--- config.mk ---
export PLATFORM = sky130hd
export DESIGN_NAME = sram_1rw_arbiter_1024x36
export DESIGN_NICKNAME = d
export VERILOG_FILES = /design/src/rtl/sram_arb_pkg.sv /design/src/rtl/sram_resp_fifo.sv /design/src/rtl/sram_1rw_arbiter_1024x36.sv
export SDC_FILE = /design/constraint.sdc
export NUM_CORES = 1
export LEC_CHECK = 0
export CELL_PAD_IN_SITES_DETAIL_PLACEMENT = 0
export CELL_PAD_IN_SITES_GLOBAL_PLACEMENT = 1
export CORE_ASPECT_RATIO = 0.8
export CORE_MARGIN = 5
export CORE_UTILIZATION = 37
export CTS_BUF_LIST = sky130_fd_sc_hd__clkbuf_8
export DETAILED_ROUTE_END_ITERATION = 8
export PLACE_DENSITY_LB_ADDON = 0.2
export SLEW_MARGIN = 20
export SYNTH_ARGS = -nofsm -noshare
export SYNTH_HDL_FRONTEND = slang
export SYNTH_SLANG_ARGS = --single-unit
--- constraint.sdc ---
create_clock -name clock -period 4.05 [get_ports clock]
set_input_delay 0.81 -clock clock [delete_from_list [all_inputs] [get_ports clock]]
set_output_delay 0.81 -clock clock [all_outputs]
set_load 0.005 [all_outputs]
--- src/rtl/sram_arb_pkg.sv ---
// Shared constants and state encoding for the 1024x36 single-port SRAM arbiter.
package sram_arb_pkg;
  localparam int ADDR_W    = 10;
  localparam int DATA_W    = 36;
  localparam int MEM_DEPTH = 1024;

  typedef enum logic [0:0] {
    ST_INIT,
    ST_RUN
  } state_e;
endpackage

--- src/rtl/sram_resp_fifo.sv ---
// Per-requester read-response FIFO; head entry is presented combinationally, 0 when empty.
module sram_resp_fifo
  import sram_arb_pkg::*;
#(
  parameter int DEPTH = 3,
  parameter int CNT_W = $clog2(DEPTH + 1)
) (
  input  logic              clock,
  input  logic              reset,
  input  logic              push_vld,
  input  logic [DATA_W-1:0] push_data,
  output logic              pop_vld,
  input  logic              pop_rdy,
  output logic [DATA_W-1:0] pop_data,
  output logic [CNT_W-1:0]  count
);
  localparam int PTR_W = (DEPTH > 1) ? $clog2(DEPTH) : 1;

  logic [DATA_W-1:0] store [DEPTH];
  logic [PTR_W-1:0]  wr_ptr;
  logic [PTR_W-1:0]  rd_ptr;
  logic              pop;

  // Pointers wrap at DEPTH, which need not be a power of two.
  function automatic logic [PTR_W-1:0] ptr_inc(input logic [PTR_W-1:0] p);
    return (p == PTR_W'(DEPTH - 1)) ? '0 : p + PTR_W'(1);
  endfunction

  assign pop_vld  = (count != '0);
  assign pop      = pop_vld && pop_rdy;
  assign pop_data = pop_vld ? store[rd_ptr] : '0;

  always_ff @(posedge clock or posedge reset) begin
    if (reset) begin
      wr_ptr <= '0;
      rd_ptr <= '0;
      count  <= '0;
    end else begin
      if (push_vld) wr_ptr <= ptr_inc(wr_ptr);
      if (pop)      rd_ptr <= ptr_inc(rd_ptr);
      count <= count + CNT_W'(push_vld) - CNT_W'(pop);
    end
  end

  always_ff @(posedge clock) begin
    if (push_vld) store[wr_ptr] <= push_data;
  end
endmodule

--- src/rtl/sram_1rw_arbiter_1024x36.sv ---
// Zero-fills a 1024x36 1RW SRAM after reset, then round-robin shares its port
// among NUM_REQ requesters with credit-based, per-requester read-response FIFOs.
module sram_1rw_arbiter_1024x36
  import sram_arb_pkg::*;
#(
  parameter int NUM_REQ     = 2,
  parameter int RESP_DEPTH  = 3,
  parameter int INIT_ENABLE = 1
) (
  input  logic                      clock,
  input  logic                      reset,
  output logic                      init_done,
  input  logic [NUM_REQ-1:0]        req_valid,
  output logic [NUM_REQ-1:0]        req_ready,
  input  logic [NUM_REQ-1:0]        req_write,
  input  logic [NUM_REQ*ADDR_W-1:0] req_addr,
  input  logic [NUM_REQ*DATA_W-1:0] req_wdata,
  output logic [NUM_REQ-1:0]        resp_valid,
  input  logic [NUM_REQ-1:0]        resp_ready,
  output logic [NUM_REQ*DATA_W-1:0] resp_rdata,
  output logic [ADDR_W-1:0]         mem_addr,
  output logic                      mem_en,
  output logic                      mem_wmode,
  output logic [DATA_W-1:0]         mem_wdata,
  input  logic [DATA_W-1:0]         mem_rdata
);
  localparam int PTR_W = (NUM_REQ > 1) ? $clog2(NUM_REQ) : 1;
  localparam int CNT_W = $clog2(RESP_DEPTH + 1);
  localparam int CRD_W = CNT_W + 1;

  state_e             state;
  state_e             state_nxt;
  logic [ADDR_W-1:0]  init_cnt;
  logic [PTR_W-1:0]   rr_ptr;
  logic [NUM_REQ-1:0] elig;
  logic [CRD_W-1:0]   credit;
  logic [PTR_W-1:0]   cand;
  logic               gnt_vld_p0;
  logic [PTR_W-1:0]   gnt_id_p0;
  logic               rd_vld_p1;
  logic [PTR_W-1:0]   rd_id_p1;
  logic [CNT_W-1:0]   fifo_cnt [NUM_REQ];

  always_ff @(posedge clock or posedge reset) begin
    if (reset) begin
      if (INIT_ENABLE != 0) state <= ST_INIT;
      else                  state <= ST_RUN;
      init_cnt <= '0;
    end else begin
      state <= state_nxt;
      if (state == ST_INIT) init_cnt <= init_cnt + ADDR_W'(1);
    end
  end

  always_comb begin
    state_nxt = state;
    case (state)
      ST_INIT: if (init_cnt == ADDR_W'(MEM_DEPTH - 1)) state_nxt = ST_RUN;
      ST_RUN:  state_nxt = ST_RUN;
      default: state_nxt = ST_INIT;
    endcase
  end

  // Credits count FIFO entries plus the read in flight, so a granted read always has room.
  always_comb begin
    elig   = '0;
    credit = '0;
    for (int i = 0; i < NUM_REQ; i++) begin
      credit  = CRD_W'(fifo_cnt[i]) + CRD_W'(rd_vld_p1 && (rd_id_p1 == PTR_W'(i)));
      elig[i] = req_valid[i] && (req_write[i] || (credit < CRD_W'(RESP_DEPTH)));
    end
  end

  // ---- stage p0: round-robin grant, macro port driven combinationally
  always_comb begin
    gnt_vld_p0 = 1'b0;
    gnt_id_p0  = '0;
    cand       = '0;
    if (state == ST_RUN) begin
      for (int k = 0; k < NUM_REQ; k++) begin
        cand = PTR_W'((int'(rr_ptr) + k) % NUM_REQ);
        if (!gnt_vld_p0 && elig[cand]) begin
          gnt_vld_p0 = 1'b1;
          gnt_id_p0  = cand;
        end
      end
    end
  end

  always_ff @(posedge clock or posedge reset) begin
    if (reset) begin
      rr_ptr    <= '0;
      rd_vld_p1 <= 1'b0;
      rd_id_p1  <= '0;
    end else begin
      if (gnt_vld_p0)
        rr_ptr <= (gnt_id_p0 == PTR_W'(NUM_REQ - 1)) ? '0 : gnt_id_p0 + PTR_W'(1);
      rd_vld_p1 <= gnt_vld_p0 && !req_write[gnt_id_p0];
      rd_id_p1  <= gnt_id_p0;
    end
  end

  // Outputs are forced quiet while reset is held, even though INIT is the reset state.
  assign init_done = (state == ST_RUN) && !reset;

  always_comb begin
    req_ready = '0;
    if (gnt_vld_p0 && !reset) req_ready[gnt_id_p0] = 1'b1;
  end

  always_comb begin
    mem_en    = 1'b0;
    mem_wmode = 1'b0;
    mem_addr  = '0;
    mem_wdata = '0;
    if (!reset) begin
      if (state == ST_INIT) begin
        mem_en    = 1'b1;
        mem_wmode = 1'b1;
        mem_addr  = init_cnt;
      end else if (gnt_vld_p0) begin
        mem_en    = 1'b1;
        mem_wmode = req_write[gnt_id_p0];
        mem_addr  = req_addr[gnt_id_p0*ADDR_W +: ADDR_W];
        if (req_write[gnt_id_p0]) mem_wdata = req_wdata[gnt_id_p0*DATA_W +: DATA_W];
      end
    end
  end

  // ---- stage p1: macro read data lands in the owning requester's FIFO
  for (genvar g = 0; g < NUM_REQ; g++) begin : g_resp
    sram_resp_fifo #(
      .DEPTH (RESP_DEPTH),
      .CNT_W (CNT_W)
    ) u_fifo (
      .clock     (clock),
      .reset     (reset),
      .push_vld  (rd_vld_p1 && (rd_id_p1 == PTR_W'(g))),
      .push_data (mem_rdata),
      .pop_vld   (resp_valid[g]),
      .pop_rdy   (resp_ready[g]),
      .pop_data  (resp_rdata[g*DATA_W +: DATA_W]),
      .count     (fifo_cnt[g])
    );
  end
endmodule

==> impl_metrics.py, run 1 <==
metrics = {
    "clock_network": {
        "cts.sinks": 242,
        "htreeDepth": 2,
        "cts.clk_slew.worst_paths_ns": 0.06,
        "cts_hold_buf": 0,
        "cts_buffers": 39,
        "clk_path_buf_depth": 3,
        "cts_tree": "built",
        "clock_latency_ns": 0.52,
        "cts_root_buffer": "clkbuf_8",
    },
    "global_routing": {
        "grt_max_degree": 52,
        "grt_pass1_vias": 7412,
        "grt_pass1_wl_um": 43700,
        "antenna_found_initial": 1,
        "grt_overflow_total": 0,
        "grtUsageTotal": 0.174,
    },
    "cells_and_area": {
        "final_common_cell": "edfxtp_1",
        "drive_gt1_frac": 0.127,
        "final_cell_mix": "edfxtp_1 (216), clkdlybuf4s50_1 (214), nor2_1 (155)",
        "instances_no_fill": 1495,
        "fin_nets": 1242,
        "final_util": 0.515,
        "antenna_cells": 0,
        "area_delta_synth_final_pct": 37.6,
    },
    "timing": {
        "fin_tns_setup_ns": 0,
        "fmax_mhz": 255,
        "relSlewSlack": 0.438,
        "finalCriticalPeriod_ns": 3.92,
        "finalCritPeriodShare": 0.967,
        "finalHoldViolCount": 0,
        "slew_viol_final": 0,
        "skew_ns": 0.0136,
        "setup_viol": 0,
        "worstMarginPinSlew_ns": 0.839,
        "holdWs_ns": 0.498,
    },
    "routing": {
        "routed_wl_um": 29000,
        "drtIter0Drc": 334,
        "routedWlPerCell_um": 19.4,
        "dr.pass1.iters": 4,
        "drc": 0,
        "dr_total_vias": 7413,
        "detail_route.vias_per_cell": 4.96,
        "ant_nets": 0,
    },
    "setup_path": {
        "cp-start-kind": "register",
        "r2r_start": "g_resp[0].u_fifo.count[0]$_DFF_PP0_",
        "cp_data_arrival_time_ns": 3.11,
        "path_common_cell": "nand2_1",
        "critical-path-slowest-cell": "clkdlybuf4s50_1",
        "critPathMaxStageDelay_ns": 0.49,
        "critPathKind": "register to output port",
        "reg2reg_slack_ns": 1.75,
        "cp.required_ns": 3.24,
        "critPathMaxFanout": 48,
        "worstSetupEndpoint": "mem_wmode",
        "path_cells": "and2b_4 > and2_1 > ha_1 > nand2_1 > o21ai_2 > o21ai_1 > o21a_1 > nand2_1 > buf_12 > o22ai_1 > clkdlybuf4s50_1",
        "critPathCaptureType": "output port",
        "critPathLaunch": "rd_vld_p1$_DFF_PP0_",
        "r2r_cells": 8,
        "r2r_end": "g_resp[0].u_fifo.count[1]$_DFF_PP0_",
    },
    "floorplanning": {
        "num_rows": 55,
        "fp.dieArea_um2": 32000,
        "pin_count": 261,
        "start_util": 0.374,
        "core_um2": 28200,
        "die_h_um": 161,
        "die_w_um": 199,
    },
    "yosys": {
        "synth-seq-cells": 242,
        "ys_top_cells_by_area": "edfxtp_1 (61%), mux2i_1 (7.9%), dfrtp_1 (6.2%)",
        "ys_seq_area_frac": 0.676,
        "async_flop_share": 0.107,
        "synth_cells": 819,
        "ys.flop_type": "edfxtp_1",
        "ys_warn_count": 0,
        "syn_area_per_cell_um2": 12.9,
        "synth_nets": 960,
        "ys_types": 39,
        "synth.cell_area_um2": 10600,
        "yosysTopAreaCell": "edfxtp_1",
        "synth_edf_count": 216,
        "synth_top_cell_area_share": 0.615,
    },
    "min_path": {
        "holdPathStages": 1,
        "hold_path.class": "register to register",
    },
    "placed_design": {
        "place_hpwl_um": 18700,
        "numPortBuffers": 260,
        "dp.cells": 1422,
        "routabilityCongestion": 0.824,
    },
    "power": {
        "power_density_nw_per_um2": 418,
        "total_power_mw": 6.07,
        "peakVddDrop_uv": 267,
        "leakage_nw": 5.40,
    },
    "status": {
        "status": "complete, no violations",
    },
    "run": {
        "max_cap_viol_count": 0,
    },
}
synthesized netlist by cell type, drive strengths merged (3+ instances only):
library cell  instances
nand2                23
nor2                158
o21ai                12
xor2                  4
dfrtp                26
edfxtp              216
ha                    5
buf                  24
nor3b                 4
a21o                  4
nand2b                3
xnor2                12
mux2i                83
nor3                  3
inv                   6
nand3                77
clkbuf               31
mux2                  3
a21oi               110
layout make-up:
| type | instances | area, um^2 |
|---|---|---|
| clock buffer | 41 | 564 |
| clock inverter | 24 | 100 |
| tap | 370 | 463 |
| timing repair buffer | 296 | 3020 |
| fill | 2525 | 13700 |
| sequential | 242 | 7140 |
| inverter | 6 | 25.0 |
| multi-input combinational | 516 | 3200 |
how the worst min path moves through the flow:
stage	from	to	slack, ns
3_5_place_dp	init_cnt[5]$_DFFE_PP0N_	init_cnt[5]$_DFFE_PP0N_	0.49
5_1_grt	init_cnt[5]$_DFFE_PP0N_	init_cnt[5]$_DFFE_PP0N_	0.52
2_1_floorplan	init_cnt[5]$_DFFE_PP0N_	init_cnt[5]$_DFFE_PP0N_	0.46
6_report	init_cnt[2]$_DFFE_PP0N_	init_cnt[2]$_DFFE_PP0N_	0.50
3_3_place_gp	init_cnt[5]$_DFFE_PP0N_	init_cnt[5]$_DFFE_PP0N_	0.48
4_1_cts	init_cnt[9]$_DFFE_PP0N_	init_cnt[9]$_DFFE_PP0N_	0.50
registers in the layout, summed over array words and instances, names as in the netlist:
signal                cells
g_resp.u_fifo.rd_ptr      4
state                     1
rd_vld_p1                 1
g_resp.u_fifo.store     216
rr_ptr                    1
rd_id_p1                  1
init_cnt                 10
g_resp.u_fifo.count       4
g_resp.u_fifo.wr_ptr      4
worst max-delay path, delay by kind of cell, from the launching register on:
| family | cells | cell delay [ns] |
|---|---|---|
| buffers and inverters | 2 | 0.76 |
| and+or+nand+nor | 4 | 0.51 |
| DFF | 1 | 0.39 |
| adders and majority gates | 1 | 0.28 |
| AOI/OAI and AO/OA | 4 | 0.65 |
layer usage:
metal | global-route usage | vias up | part of all wire
met5 | 0 | - | 0.00045
li1 | - | 3553 | -
met3 | 0.0417 | 38 | 0.065
met1 | 0.250 | 3616 | 0.47
met2 | 0.272 | 204 | 0.45
met4 | 0.0342 | 2 | 0.013
metrics by stage:
step	setup WS [ns]	cell area (um^2)
final	0.134	14500
after CTS	-0.0725	14400
after floorplan	0.208	10600
after global placement	0.174	13700
after global routing	-0.0110	14500
after detailed placement	0.193	13700
report_power, final:
group          internal, mW  switching, mW  total [mW]
Clock                 0.930          0.904        1.83
Combinational         0.763          0.646        1.41
Sequential             2.74         0.0884        2.83
Total                  4.43           1.64        6.07
cells by family after synthesis:
logic type	after synthesis	synth area share
and+or+nand+nor	276	0.122
adders and majority gates	5	0.00593
DFF	242	0.676
AOI/OAI and AO/OA	133	0.0723
xor gates and xnor gates	16	0.0133
muxes	86	0.0819
buffers and inverters	61	0.0287
what timing repair did:
item | in CTS | in global routing
hold endpoints to repair | 0 | 0
cloned | 1 | 2
pin swaps | 3 | 3
setup buffers | 2 | 3
resized for setup | 55 | 13
endpoints found under the setup margin | 46 | 5
(Power assumes the default switching activity.)
==> inputs of run 2 (changes only) <==
Settings changed: SETUP_SLACK_MARGIN set to 0.5, SLEW_MARGIN 20 to 10.
==> impl_metrics.py, run 2 (synthesis results as in run 1) <==
metrics = {
    "timing": {
        "rsz0062_at_grt": "yes",
        "finalCriticalPeriod_ns": 3.76,
        "relSlewSlack": 0.309,
        "slew_viol_final": 0,
        "skew_ns": 0.0231,
        "setup_viol": 0,
        "finalHoldViolCount": 0,
        "holdWs_ns": 0.497,
        "finalCritPeriodShare": 0.927,
        "worstMarginPinSlew_ns": 1.04,
        "fin_tns_setup_ns": 0,
        "fmax_mhz": 266,
    },
    "routing": {
        "dr_total_vias": 7457,
        "dr.pass1.iters": 5,
        "drc": 0,
        "routed_wl_um": 29300,
        "routedWlPerCell_um": 19.1,
        "ant_nets": 0,
        "detail_route.vias_per_cell": 4.86,
        "drtIter0Drc": 398,
    },
    "setup_path": {
        "path_cells": "and2b_4 > and2_4 > ha_4 > nand4bb_1 > o21ai_2 > o21a_1 > o211ai_4 > buf_4 > buf_12 > buf_12 > buf_6 > nand3_2 > a21oi_2 > buf_2",
        "critPathMaxStageDelay_ns": 0.41,
        "cp-start-kind": "register",
        "critPathKind": "register to output port",
        "cp.required_ns": 3.24,
        "path_common_cell": "buf_12",
        "critical-path-slowest-cell": "dfrtp_2",
        "cp_data_arrival_time_ns": 2.95,
        "critPathCaptureType": "output port",
        "critPathMaxFanout": 6,
    },
    "run": {
        "max_cap_viol_count": 0,
    },
    "power": {
        "leakage_nw": 5.47,
        "pwr-share-seq": 0.466,
        "peakVddDrop_uv": 253,
        "p_sw_frac": 0.269,
        "clkPwrFrac": 0.304,
        "power_density_nw_per_um2": 409,
        "combPwrFrac": 0.230,
        "p_int_mw": 4.46,
        "p_sw_mw": 1.64,
    },
    "global_routing": {
        "grt_pass1_vias": 7705,
        "grt_max_degree": 49,
        "antenna_found_initial": 0,
        "grt_overflow_total": 0,
        "grt_pass1_wl_um": 44900,
        "grtUsageTotal": 0.180,
    },
    "clock_network": {
        "clock_latency_ns": 0.51,
        "cts.clk_slew.worst_paths_ns": 0.06,
        "cts_hold_buf": 0,
        "clk_path_buf_depth": 3,
        "htreeDepth": 2,
        "cts_root_buffer": "clkbuf_8",
        "cts_buffers": 39,
        "cts_tree": "built",
        "cts.sinks": 242,
    },
    "floorplanning": {
        "start_util": 0.374,
        "core_um2": 28200,
        "num_rows": 55,
        "pin_count": 261,
        "die_h_um": 161,
        "fp.dieArea_um2": 32000,
        "die_w_um": 199,
    },
    "cells_and_area": {
        "fillCellCount": 2459,
        "top_register": "g_resp.u_fifo.store",
        "multiInputGateArea_um2": 3340,
        "largest_register_ffs": 216,
        "reg_top3": "g_resp.u_fifo.store: 216 flops, init_cnt: 10 flops",
        "drive_gt1_frac": 0.215,
        "seq_area_um2": 7150,
        "antenna_cells": 0,
        "fin_nets": 1276,
        "final_common_cell": "edfxtp_1",
        "final_cell_mix": "edfxtp_1 (216), clkdlybuf4s50_1 (211), nor2_1 (155)",
        "area_delta_synth_final_pct": 41.3,
    },
    "placed_design": {
        "place_hpwl_um": 18500,
        "routabilityCongestion": 0.789,
        "numPortBuffers": 260,
    },
    "min_path": {
        "hold_path.class": "register to register",
    },
    "status": {
        "status": "complete, no violations",
    },
}
## run 2: cell count changes in the layout (fill, tap and decap cells not counted), moves of 10 or more
cell / before / now
buf_2: 0 / 49
buf_4: 21 / 31
buf_6: 2 / 18
dlygate4sd2_1: 42 / 0
nand3_1: 58 / 40
nand3_2: 19 / 37
## run 2: worst max-delay path, delay by kind of cell (launching register included)
family | cells | cell delay [ns]
buffers and inverters | 5 | 0.63
AND/OR/NAND/NOR | 4 | 0.57
adder cells (fa/ha/maj) | 1 | 0.20
flip-flops | 1 | 0.41
AO/OA/AOI/OAI | 4 | 0.66
## run 2: routing by layer
layer	part of all wire	track usage	up-vias
li1	-	-	3621
met1	0.47	0.253	3626
met2	0.47	0.289	171
met3	0.043	0.0340	39
met4	0.020	0.0451	0
met5	0	0	-
## run 2: power by group through the flow
stage | combinational, mW | clock, mW | sequential (mW)
6_report | 1.40 | 1.85 | 2.84
5_1_grt | 1.54 | 2.04 | 2.85
4_1_cts | 1.43 | 1.92 | 2.84
3_5_place_dp | 1.42 | 0 | 2.89
3_3_place_gp | 1.42 | 0 | 2.89
2_1_floorplan | 0.676 | 0 | 2.80
## run 2: what timing repair did
| action | CTS | global route |
|---|---|---|
| endpoints found under the setup margin | 50 | 57 |
| resized for setup | 254 | 13 |
| pin swaps | 48 | 10 |
| cloned | 5 | 0 |
| buffers inserted | 36 | 3 |
## run 2: worst paths after layout
kind	depth (start not counted)	from	endpoint	slack, ns
max	14	rd_id_p1$_DFF_PP0_	mem_wdata[19]	0.29
min	1	init_cnt[2]$_DFFE_PP0N_	init_cnt[2]$_DFFE_PP0N_	0.50
max reg2reg	12	rd_id_p1$_DFF_PP0_	rd_vld_p1$_DFF_PP0_	1.65
min reg2reg	1	init_cnt[2]$_DFFE_PP0N_	init_cnt[2]$_DFFE_PP0N_	0.50
max in group asynchronous	3	reset	g_resp[0].u_fifo.rd_ptr[1]$_DFFE_PP0P_	2.82
min in group asynchronous	3	reset	g_resp[0].u_fifo.count[0]$_DFF_PP0_	0.92
## run 2: through the flow
stage | util | total power, mW | std cells | setup slack (ns) | area, um^2
2_1_floorplan | - | 3.48 | 819 | 0.497 | 10600
5_1_grt | 0.528 | 6.43 | 1533 | 0.141 | 14900
3_3_place_gp | 0.487 | 4.31 | 1420 | 0.277 | 13700
6_report | 0.528 | 6.10 | 1533 | 0.295 | 14900
3_5_place_dp | 0.487 | 4.32 | 1420 | 0.244 | 13700
4_1_cts | 0.526 | 6.19 | 1530 | 0.228 | 14800
## run 2: layout make-up
class | count | area share
multi-input cells | 516 | 0.224
inverters | 6 | 0.00201
repair buffers | 330 | 0.217
clock inverters | 27 | 0.00747
flip-flops and latches | 242 | 0.479
well taps | 370 | 0.0311
clock buffers | 42 | 0.0388
==> inputs of run 3 (changes only) <==
Settings changed: CORE_UTILIZATION 37 to 38, SYNTH_HIERARCHICAL set to 1.
==> impl_metrics.py, run 3 <==
metrics = {
    "status": {
        "status": "complete, no violations",
    },
    "clock_network": {
        "cts_buffers": 39,
        "clk_path_buf_depth": 3,
        "cts_tree": "built",
        "cts.clk_slew.worst_paths_ns": 0.06,
        "clock_latency_ns": 0.52,
        "cts.sinks": 242,
        "htreeDepth": 2,
        "cts_root_buffer": "clkbuf_8",
    },
    "setup_path": {
        "r2r_end": "g_resp[0].u_fifo/store[0][3]$_DFFE_PP_",
        "critPathMaxStageDelay_ns": 0.55,
        "critPathCaptureType": "output port",
        "reg2reg_slack_ns": 0.46,
        "cp_data_arrival_time_ns": 2.89,
        "cp.required_ns": 3.24,
        "path_cells": "nor2b_2 > ha_2 > ha_4 > a21oi_4 > o21a_2 > nor2_2 > nor3_1 > clkdlybuf4s50_1",
        "critPathKind": "register to output port",
        "cp-start-kind": "register",
        "critPathMaxFanout": 5,
        "r2r_cells": 23,
        "r2r_start": "rd_vld_p1$_DFF_PP0_",
        "critical-path-slowest-cell": "clkdlybuf4s50_1",
    },
    "placed_design": {
        "post-place-ws_ns": 0.245,
        "routabilityCongestion": 0.898,
        "numPortBuffers": 260,
        "place_hpwl_um": 19100,
    },
    "floorplanning": {
        "num_rows": 54,
        "die_h_um": 160,
        "pin_count": 261,
        "core_um2": 27400,
        "start_util": 0.388,
        "die_w_um": 197,
        "fp.dieArea_um2": 31500,
    },
    "timing": {
        "skew_ns": 0.0117,
        "fmax_mhz": 270,
        "worstMarginPinSlew_ns": 1.10,
        "finalCritPeriodShare": 0.914,
        "rsz0062_at_grt": "yes",
        "setup_viol": 0,
        "fin_tns_setup_ns": 0,
        "timing.final.ws_setup_ns": 0.349,
        "relSlewSlack": 0.265,
        "slew_viol_final": 0,
        "finalHoldViolCount": 0,
        "finalCriticalPeriod_ns": 3.70,
    },
    "global_routing": {
        "antenna_found_initial": 1,
        "grt_max_degree": 38,
        "grt_overflow_total": 0,
        "grt_pass1_vias": 7375,
        "grt_pass1_wl_um": 45300,
        "grtUsageTotal": 0.187,
    },
    "yosys": {
        "synth_top_cells_by_count": "edfxtp_1 (216), mux2i_1 (74), nor2b_1 (74)",
        "ys.flop_type": "edfxtp_1",
        "ys_types": 54,
        "async_flop_share": 0.107,
        "synth_cells": 696,
        "synth_top_cell_area_share": 0.609,
        "ys_seq_area_frac": 0.670,
        "ys_warn_count": 6,
        "syn_area_per_cell_um2": 15.3,
        "synth.cell_area_um2": 10600,
        "yosysTopAreaCell": "edfxtp_1",
        "ys_top_cells_by_area": "edfxtp_1 (61%), mux2i_1 (7.0%), dfrtp_1 (6.1%)",
        "synth_nets": 841,
        "synth-seq-cells": 242,
        "yosysMostFrequentCell": "edfxtp_1",
        "synth_edf_count": 216,
    },
    "min_path": {
        "holdPathStages": 1,
        "hold_start": "init_cnt[5]$_DFFE_PP0N_",
        "min_to": "init_cnt[5]$_DFFE_PP0N_",
        "hold_path.class": "register to register",
    },
    "cells_and_area": {
        "antenna_cells": 0,
        "fillCellCount": 2309,
        "final_cell_mix": "edfxtp_1 (216), clkdlybuf4s50_1 (211), mux2i_1 (74)",
        "final_common_cell": "edfxtp_1",
        "largest_register_ffs": 216,
        "drive_gt1_frac": 0.201,
        "area_delta_synth_final_pct": 41.3,
        "multiInputGateArea_um2": 3310,
        "fin_nets": 1187,
        "reg_top3": "g_resp.u_fifo/store: 216 flops, init_cnt: 10 flops",
        "top_register": "g_resp.u_fifo/store",
        "seq_area_um2": 7150,
    },
    "power": {
        "leakage_nw": 5.68,
        "power_density_nw_per_um2": 511,
        "peakVddDrop_uv": 264,
    },
    "routing": {
        "detail_route.vias_per_cell": 5.08,
        "drc": 0,
        "dr.pass1.iters": 7,
        "drtIter0Drc": 415,
        "routedWlPerCell_um": 21.5,
        "dr_total_vias": 7276,
        "ant_nets": 0,
        "routed_wl_um": 30800,
    },
    "run": {
        "max_cap_viol_count": 0,
    },
}
## run 3: changes by cell type after synthesis, moves of 15 or more
cell,change
inv_1,+15
nand3_2,-18
a21oi_1,-98
nand3_1,-54
nor2_1,-148
clkbuf_1,-24
nand2_1,-16
a22o_1,+37
nor2b_1,+72
a211oi_1,+73
## run 3: worst max-delay path: cells and delay by family (launching register included)
family          cells  cell delay, ns
simple gates        3            0.50
compound gates      2            0.50
buf+inv             1            0.55
flops               1            0.40
fa+ha+maj           2            0.41
## run 3: worst max path at each step
stage / start / to / slack [ns]
finish: rd_id_p1$_DFF_PP0_ / req_ready[0] / 0.35
global route: rd_id_p1$_DFF_PP0_ / req_ready[0] / 0.24
CTS: rd_id_p1$_DFF_PP0_ / mem_addr[9] / 0.26
detailed placement: req_write[1] / req_ready[0] / 0.25
global placement: req_write[1] / req_ready[0] / 0.28
floorplan: rd_vld_p1$_DFF_PP0_ / mem_wdata[10] / 1.32
## run 3: timing repair
item | CTS | global route
buffers inserted | 40 | 14
hold buffers | 0 | 0
hold endpoints to repair | 0 | 0
resized for setup | 114 | 67
pin swaps | 5 | 11
endpoints found under the setup margin | 79 | 147
gates cloned | 8 | 3
## run 3: stage by stage
stage | std cells | total power [mW] | cell area [um^2] | utilization | hold WS, ns
5_1_grt | 1433 | 8.08 | 15000 | 0.548 | 0.514
3_3_place_gp | 1300 | 5.75 | 13600 | 0.497 | 0.485
3_5_place_dp | 1300 | 5.77 | 13600 | 0.497 | 0.491
4_1_cts | 1416 | 7.77 | 14900 | 0.543 | 0.500
6_report | 1433 | 7.68 | 15000 | 0.548 | 0.494
2_1_floorplan | 696 | 4.23 | 10700 | - | 0.464
## run 3: area by class of cell
cell class              instances  area share
well taps                     364      0.0303
flip-flops and latches        242       0.475
multi-input cells             392       0.220
repair buffers                343       0.222
clock inverters                28     0.00948
inverters                      24     0.00616
clock buffers                  40      0.0366
## run 3: per-layer routing
layer  up-vias  part of all wire  global-route usage
li1       3399                 -                   -
met1      3599              0.46               0.267
met2       231              0.46               0.293
met3        45             0.058              0.0392
met4         2             0.021              0.0469
met5         -           0.00042                   0
## run 3: report_power, final
part           switching [mW]  total, mW  leakage, nW  internal (mW)
clock                   0.894       1.87        0.407          0.979
combinational            1.27       2.84         3.00           1.57
sequential              0.205       2.97         2.27           2.77
total                    2.37       7.68         5.68           5.31
## run 3: kinds of logic (layout without fill, tap and decap cells)
kind of cell             after synthesis  after routing  share of synthesized area
buffers and inverters                 67            435                     0.0387
AO/OA/AOI/OAI                        159            163                      0.123
AND/OR/NAND/NOR                      129            130                     0.0739
XOR/XNOR                              13             13                     0.0107
multiplexers                          77             77                     0.0727
flip-flops                           242            242                      0.670
adder cells (fa/ha/maj)                9              9                     0.0106
